===== config.mk =====
export PLATFORM = sky130hd
export DESIGN_NAME = trap_setup
export DESIGN_NICKNAME = d
export VERILOG_FILES = /design/src/rtl/trap_setup.sv
export SDC_FILE = /design/constraint.sdc
export NUM_CORES = 1
export LEC_CHECK = 0
export ABC_CLOCK_PERIOD_IN_PS = 3200
export BUFFER_PORTS_ARGS = -buffer_cell sky130_fd_sc_hd__buf_2
export CORE_MARGIN = 2
export CORE_UTILIZATION = 25
export DETAILED_ROUTE_END_ITERATION = 8
export PLACE_DENSITY = 0.47
export SLEW_MARGIN = 0
export SYNTH_ARGS = -nofsm -noshare
export SYNTH_HDL_FRONTEND = slang
export SYNTH_SLANG_ARGS = --single-unit

===== constraint.sdc =====
create_clock -name clk -period 3.2 [get_ports clk]
set_input_delay 0.48 -clock clk [delete_from_list [all_inputs] [get_ports clk]]
set_output_delay 0.48 -clock clk [all_outputs]
set_load 0.02 [all_outputs]

===== src/rtl/trap_setup.sv =====
// Trapezoid setup stage: collects six vertex bytes, derives the edge
// coefficients a/b1/b2 and constants c1/c2 with one shared shift-add
// multiplier, then holds them while the scanline search runs.
// Optional macro SETUP_ORDER_CHECK_EN enables the sticky vertex-order error.
module trap_setup (
  input  logic        clk,
  input  logic        reset,
  input  logic [7:0]  din,
  input  logic        din_valid,
  input  logic        render_done,
  output logic        ready,
  output logic [7:0]  xul,
  output logic [7:0]  xur,
  output logic [7:0]  xdl,
  output logic [7:0]  xdr,
  output logic [7:0]  yu,
  output logic [7:0]  yd,
  output logic [8:0]  a,
  output logic [8:0]  b1,
  output logic [8:0]  b2,
  output logic [18:0] c1,
  output logic [18:0] c2,
  output logic        state_start,
  output logic        nt,
  output logic        err
);

  typedef enum logic [2:0] {StIdle, StLoad, StDiff, StMul, StRun, StFin} state_e;

  state_e      state_q, state_d;
  logic [2:0]  byte_cnt;
  logic [4:0]  mul_cnt;
  logic        accept;
  logic        order_bad;
  logic [8:0]  mcand;
  logic [7:0]  mplier;
  logic [18:0] pp;

  assign ready       = (state_q == StIdle) || (state_q == StLoad);
  assign state_start = (state_q == StRun);
  assign nt          = (state_q == StFin);
  assign accept      = ready && din_valid;

`ifdef SETUP_ORDER_CHECK_EN
  assign order_bad = (yu < yd) || (xul > xur) || (xdl > xdr);

  // Sticky error: set by a bad vertex order, cleared by the next first byte
  always_ff @(posedge clk or posedge reset) begin
    if (reset) begin
      err <= 1'b0;
    end else if (accept && (byte_cnt == 3'd0)) begin
      err <= 1'b0;
    end else if ((state_q == StDiff) && order_bad) begin
      err <= 1'b1;
    end
  end
`else
  assign order_bad = 1'b0;
  assign err       = 1'b0;
`endif

  // State register
  always_ff @(posedge clk or posedge reset) begin
    if (reset) begin
      state_q <= StIdle;
    end else begin
      state_q <= state_d;
    end
  end

  // Next-state logic
  always_comb begin
    state_d = state_q;
    case (state_q)
      StIdle, StLoad: begin
        if (accept) begin
          state_d = (byte_cnt == 3'd5) ? StDiff : StLoad;
        end
      end
      StDiff: state_d = order_bad ? StIdle : StMul;
      StMul: begin
        if (mul_cnt == 5'd31) begin
          state_d = StRun;
        end
      end
      StRun: begin
        if (render_done) begin
          state_d = StFin;
        end
      end
      StFin:   state_d = StIdle;
      default: state_d = StIdle;
    endcase
  end

  // Partial product: product index in mul_cnt[4:3], multiplier bit in mul_cnt[2:0]
  always_comb begin
    mcand  = a;
    mplier = xdl;
    case (mul_cnt[4:3])
      2'd0: begin mcand = a;  mplier = xdl; end
      2'd1: begin mcand = b1; mplier = yd;  end
      2'd2: begin mcand = a;  mplier = xdr; end
      default: begin mcand = b2; mplier = yd; end
    endcase
    pp = '0;
    if (mplier[mul_cnt[2:0]]) begin
      pp = {{10{mcand[8]}}, mcand} << mul_cnt[2:0];
    end
  end

  // Datapath: byte capture, differences, and negated product accumulation
  always_ff @(posedge clk or posedge reset) begin
    if (reset) begin
      byte_cnt <= 3'd0;
      mul_cnt  <= 5'd0;
      xul      <= 8'd0;
      xur      <= 8'd0;
      xdl      <= 8'd0;
      xdr      <= 8'd0;
      yu       <= 8'd0;
      yd       <= 8'd0;
      a        <= 9'd0;
      b1       <= 9'd0;
      b2       <= 9'd0;
      c1       <= 19'd0;
      c2       <= 19'd0;
    end else begin
      case (state_q)
        StIdle, StLoad: begin
          if (din_valid) begin
            case (byte_cnt)
              3'd0:    xul <= {1'b0, din[6:0]};
              3'd1:    xur <= {1'b0, din[6:0]};
              3'd2:    xdl <= {1'b0, din[6:0]};
              3'd3:    xdr <= {1'b0, din[6:0]};
              3'd4:    yu  <= {1'b0, din[6:0]};
              default: yd  <= {1'b0, din[6:0]};
            endcase
            byte_cnt <= (byte_cnt == 3'd5) ? 3'd0 : byte_cnt + 3'd1;
          end
        end
        StDiff: begin
          a       <= {1'b0, yu} - {1'b0, yd};
          b1      <= {1'b0, xdl} - {1'b0, xul};
          b2      <= {1'b0, xdr} - {1'b0, xur};
          c1      <= 19'd0;
          c2      <= 19'd0;
          mul_cnt <= 5'd0;
        end
        StMul: begin
          // Subtracting builds c = -(sum of products) directly
          if (mul_cnt[4]) begin
            c2 <= c2 - pp;
          end else begin
            c1 <= c1 - pp;
          end
          mul_cnt <= mul_cnt + 5'd1;
        end
        default: ;
      endcase
    end
  end

endmodule


; Yosys cells after proc, flatten, opt, wreduce, memory -nomap -nowiden
; Cells that the tools add are included.
[totals]
reg_bits = 118
latch_bits = 0
mem_bits_rw = 0
rom_bits = 0
inputBits = 12
output_inout_bits = 117
wordCells = 77
memories = 0
[classes]
n_addsub = 7
n_mul = 0
div = 0
magnitude_cmp = 1
eq_ne = 18
shift = 1
mux = 16
bitwise_logic = 1
reduce_logical = 19
[ops]
columns = op, n
row1 = case mux 19 bit (2 select lines), 2
row2 = two-way mux 19 bit, 3
row3 = subtractor 19 bit, 2
row4 = subtractor 7 x 7 -> 8 bit, 3
row5 = AND reduction 3 bit, 7
row6 = << shifter 19 x 3 -> 19 bit, 1
row7 = case mux 9 bit (2 select lines), 1
row8 = case mux 7 bit (2 select lines), 1
row9 = equality test 3 x 2 -> 1 bit (second input constant), 4
row10 = equality test 3 bit (second input constant), 4
row11 = two-way mux 3 bit, 4
row12 = case mux 3 bit (4 select lines), 1
row13 = inequality test 2 bit (second input constant), 5
row14 = case mux 5 bit (2 select lines), 1
row15 = equality test 3 x 1 -> 1 bit (second input constant), 2
row16 = zero test 3 bit, 2
row17 = AND reduction 2 bit, 3
row18 = adder 5 x 1 -> 5 bit (second input constant), 1
row19 = equality test 5 bit (second input constant), 1
row20 = OR reduction 5 bit, 1
row21 = < comparator 3 x 4 -> 1 bit (second input constant), 1
row22 = OR reduction 2 bit, 2
row23 = adder 3 x 1 -> 3 bit (second input constant), 1
row24 = binary-select mux 1 bit (select 3 bit), 1
row25 = other kinds (9), 9

; Logic depth before layout (Yosys ltp)
[logic_depth]
depth_word = 8
mapped_depth = 18

; Least setup slack after synthesis
; Ideal clock, no wire load.
[synth_path]
path_type = register -> register
from = reg mul_cnt[4]
to = reg c2[17]
setup_ns = 0.124
arrival_time_ns = 3.348
t_required_ns = 3.076
slack_ns = -0.272
path_stages_with_launch = 19
n_path_buf = 2
cell_sequence = dfrtp_1 -> buf_4 -> buf_2 -> mux2i_1 -> nand2_1 -> o21ai_0 -> mux2i_1 -> mux2i_1 -> o21ai_0 -> nand2_1 -> ha_1 -> a21o_1 -> a31oi_1 -> a31o_2 -> a32oi_1 -> a31oi_1 -> o21ai_0 -> o21a_1 -> a211o_1
[synth_between]
elab_chain_cells = 8
word_cells_on_any_way = 15
classes_between = add/sub: 1 / eq/ne: 3 / shift: 1 / mux: 7 / reduce/logical: 3
[synth_rtl]
columns = element, line_no
row1 = from (decl), 32  ; logic [4:0] mul_cnt;
row2 = from (signal assigned), 158  ; mul_cnt <= mul_cnt + 5'd1;
row3 = equality test 2 bit or zero test 2 bit (tied branches), 100  ; case (mul_cnt[4:3])
row4 = OR reduction 2 bit (no source line) or case mux 7 bit (2 select lines) (tied branches), --
row5 = case mux 9 bit (2 select lines) or binary-select mux 1 bit (select 3 bit) (tied branches), "100, 107"
row6 = << shifter 19 x 3 -> 19 bit or two-way mux 1 bit (tied branches), "108, 107"
row7 = two-way mux 19 bit, 107  ; if (mplier[mul_cnt[2:0]]) begin
row8 = subtractor 19 bit, 154  ; c2 <= c2 - pp;
row9 = two-way mux 19 bit, 153  ; if (mul_cnt[4]) begin
row10 = case mux 19 bit (2 select lines), 129  ; case (state_q)
row11 = to (signal assigned), 154
row12 = to (decl), 22  ; output logic [18:0] c2,
; Several ways; a longest one is shown, not always the timed one. The select of a mux whose other input is x is not followed.
; A chain may end at the register's enable or synchronous reset.

; Worst setup path after layout
[layout_path]
from = reg mul_cnt[4]
to = reg c2[15]
; Same word-level chain as after synthesis.

==> impl_metrics.yaml <==
outcome:
  status: "finished, violations left"
  violations: "setup timing"
clock_tree:
  htree_levels: 4
  cts.clk_slew.worst_paths_ns: 0.07
  cts.sinks: 115
  clk_latency_ns: 0.44
  cts_buffer_depth: 2
  cts_hold_buf: 0
  cts-root-buf: "clkbuf_16"
  cts_tree: "done"
  numCtsBuffers: 17
logic_synthesis:
  syn-cell-area_sq_um: 7630
  synth_area_leader_cell: "dfrtp_1"
  syn_avg_cell_area_sq_um: 9.29
  ys_ff_latch: 115
  synthCells: 821
  ys_seq_area_share_pct: 37.7
  ys_warn_count: 0
  async_flop_share_pct: 100
  ys_top_cells_by_area: "dfrtp_1, ha_1, nand2_1"
  ys_types: 55
  netlist.area_leader.share_pct: 37.7
  synth_edf_count: 0
  synthFlopType: "dfrtp_1"
sta:
  setup_viol: 17
  timing.final.crit_share_pct: 112
  hold_viol: 0
  finalMaxSlewViolations: 0
  layout_min_cycle_time_ns: 3.58
  tightest_slew_ns: 0.851
  fin_skew_ns: 0.0203
  worst_slack_ns: -0.377
  timing.fmax_mhz: 280
  rsz0062_at_grt: "yes"
  maxSlewHeadroom_pct: 43.2
placed_design:
  place.gp.congestion: 0.829
  dpl.hpwl_um: 18000
  placed_cell_area_sq_um: 9770
  portBuffers: 120
floorplan:
  num_rows: 63
  die-area_sq_um: 31900
  dieHeight_um: 179
  coreArea_sq_um: 29900
  io_pins: 129
  initial_core_util_pct: 25.5
  die_w_um: 179
drt:
  drt_pass1_iterations: 4
  dr_wl_met3_um: 999
  wire_per_inst_um: 16.1
  drc: 0
  ant_nets: 0
  drtIter0Drc: 285
  vias: 6871
  met2_length_um: 11800
  top_layer: "met4"
  wl_um: 24200
  vias_per_cell: 4.57
  wl_met1_um: 11000
cells_and_area:
  post-route-cell-area_sq_um: 11200
  antenna_cells: 0
  utilization_pct: 37.6
  syn2layout_area_growth_pct: 47.3
  drive_gt1_share_pct: 42.7
  nets: 1184
global_routing:
  gr-usage-all-layers_pct: 15.6
  grt_overflow_total: 0
  grt_pass1_vias: 6919
  grt_max_degree: 62
  antenna_found_initial: 0
  grt_pass1_wl_um: 38100
worst_setup_path:
  cp_max_fo: 8
  cp-start-kind: "register"
  worstSetupEndpointType: "register"
  critical_path_class: "register to register"
  worstPathRequired_ns: 3.52
  worstPathArrival_ns: 3.90
worst_hold_path:
  hold_class: "primary input to async pin"
job:
  drv_cap: 0
-- layout by cell type (no fill, tap or decap), drive strengths merged, types with 8 or more instances in the layout --
master,synthesis,layout
o21ai,96,96
a31oi,8,8
inv,43,52
ha,66,66
dfrtp,115,115
nor2,25,25
xor2,20,20
mux2,34,34
nand2,131,131
nor2b,20,20
nand3,9,9
a21o,20,20
clkbuf,22,17
buf,17,294
nand2b,18,18
xnor2,27,27
a21oi,36,36
mux2i,33,33
nor3,8,8
-- cell usage after synthesis (2+ instances only) --
master and number:
a21o_1 20, dfrtp_1 115, nand2b_1 18, o2111ai_1 5, or3_1 2, a21oi_1 36, o21ai_0 95, and2_1 3
o21a_1 7, nand2_1 129, nand3_1 9, inv_1 43, o22ai_1 3, buf_1 3, nand2_4 2, fa_1 5
mux2i_1 33, nand3b_1 3, nor3_1 8, buf_4 11, or2_2 3, o41ai_1 2, ha_1 66, clkbuf_1 22
o21bai_1 5, xor2_1 20, nor2_1 25, xnor2_1 27, nor3b_1 2, nor2b_1 20, and3_1 3, o31ai_1 5
o211ai_1 4, buf_2 2, mux2_2 34, a22o_1 2, nor4_1 2, a31oi_1 8, a211o_1 3
-- routing by layer --
metal  vias up  track usage [%]
met1      3272             20.2
met2       143             26.6
met4         0             4.27
met3        22             2.91
li1       3434                -
met5         -                0
-- flip-flops by register name, summed over array words and instances (netlist names), 5 cells and up --
name,count
xdr,7
mul_cnt,5
b2,8
xur,7
yu,7
c1,19
a,8
xdl,7
b1,8
xul,7
yd,7
c2,19
-- layout make-up --
cell class / count / area [sq um]
timing repair buffer: 294 / 1990
clock buffer: 17 / 425
tap: 390 / 488
inverter: 43 / 165
sequential: 115 / 2880
fill: 3052 / 18600
multi-input combinational: 630 / 5110
clock inverter: 15 / 178
-- timing repair --
| item | CTS | global route |
|---|---|---|
| setup buffers | 17 | 7 |
| endpoints found under the setup margin | 21 | 22 |
| resized for setup | 90 | 70 |
| pin swaps | 42 | 41 |
-- metrics by stage --
stage / hold slack [ns] / worst slack, ns / cells / TNS (ns)
finish: 0.201 / -0.377 / 1504 / -4.17
global route: 0.281 / -0.547 / 1504 / -7.36
CTS: 0.247 / -0.286 / 1498 / -2.97
detailed placement: 0.490 / -0.495 / 1449 / -5.60
global placement: 0.494 / -0.434 / 1449 / -4.59
floorplan: 0.499 / -0.106 / 827 / -0.236
-- critical path, cell delays in order (launching register included) --
cell and delay, ns:
dfrtp_1 0.41, buf_12 0.16, buf_4 0.15, mux2i_4 0.19, a21o_1 0.18, mux2i_2 0.19
mux2i_2 0.12, mux2i_1 0.28, nand2_4 0.11, buf_6 0.13, ha_4 0.27, o211ai_1 0.09
a31o_2 0.24, a32oi_2 0.25, a31oi_2 0.15, buf_4 0.17, o21ai_4 0.16, xnor2_2 0.12
o21ai_1 0.08
-- cells by family (layout without fill, tap and decap cells) --
family | Yosys count | in the layout | share of synthesized area [%]
multiplexers | 69 | 69 | 9.99
flip-flops | 115 | 115 | 37.7
AND/OR/NAND/NOR | 229 | 229 | 13.7
XOR/XNOR | 47 | 47 | 5.40
AO/OA/AOI/OAI | 207 | 207 | 16.3
buffers and inverters | 82 | 369 | 4.71
adder cells (fa/ha/maj) | 71 | 71 | 12.1
other | 1 | 7 | 0.0491
-- final timing paths --
| path | from | end | slack (ns) | cells after the start |
|---|---|---|---|---|
| setup reg to reg | mul_cnt[4] | c2[15] | -0.38 | 18 |
| max in group asynchronous | reset | mul_cnt[1] | 2.18 | 3 |
| hold / removal | reset | c1[1] | 0.20 | 2 |
| hold reg to reg | c2[0] | c2[0] | 0.50 | 2 |
| min in group clk | din[0] | xdr[0] | 0.36 | 3 |
| setup / recovery | mul_cnt[4] | c2[15] | -0.38 | 18 |
Power is not shown: default switching activity piles up to over one toggle a cycle in this logic, so the estimate is an artifact.
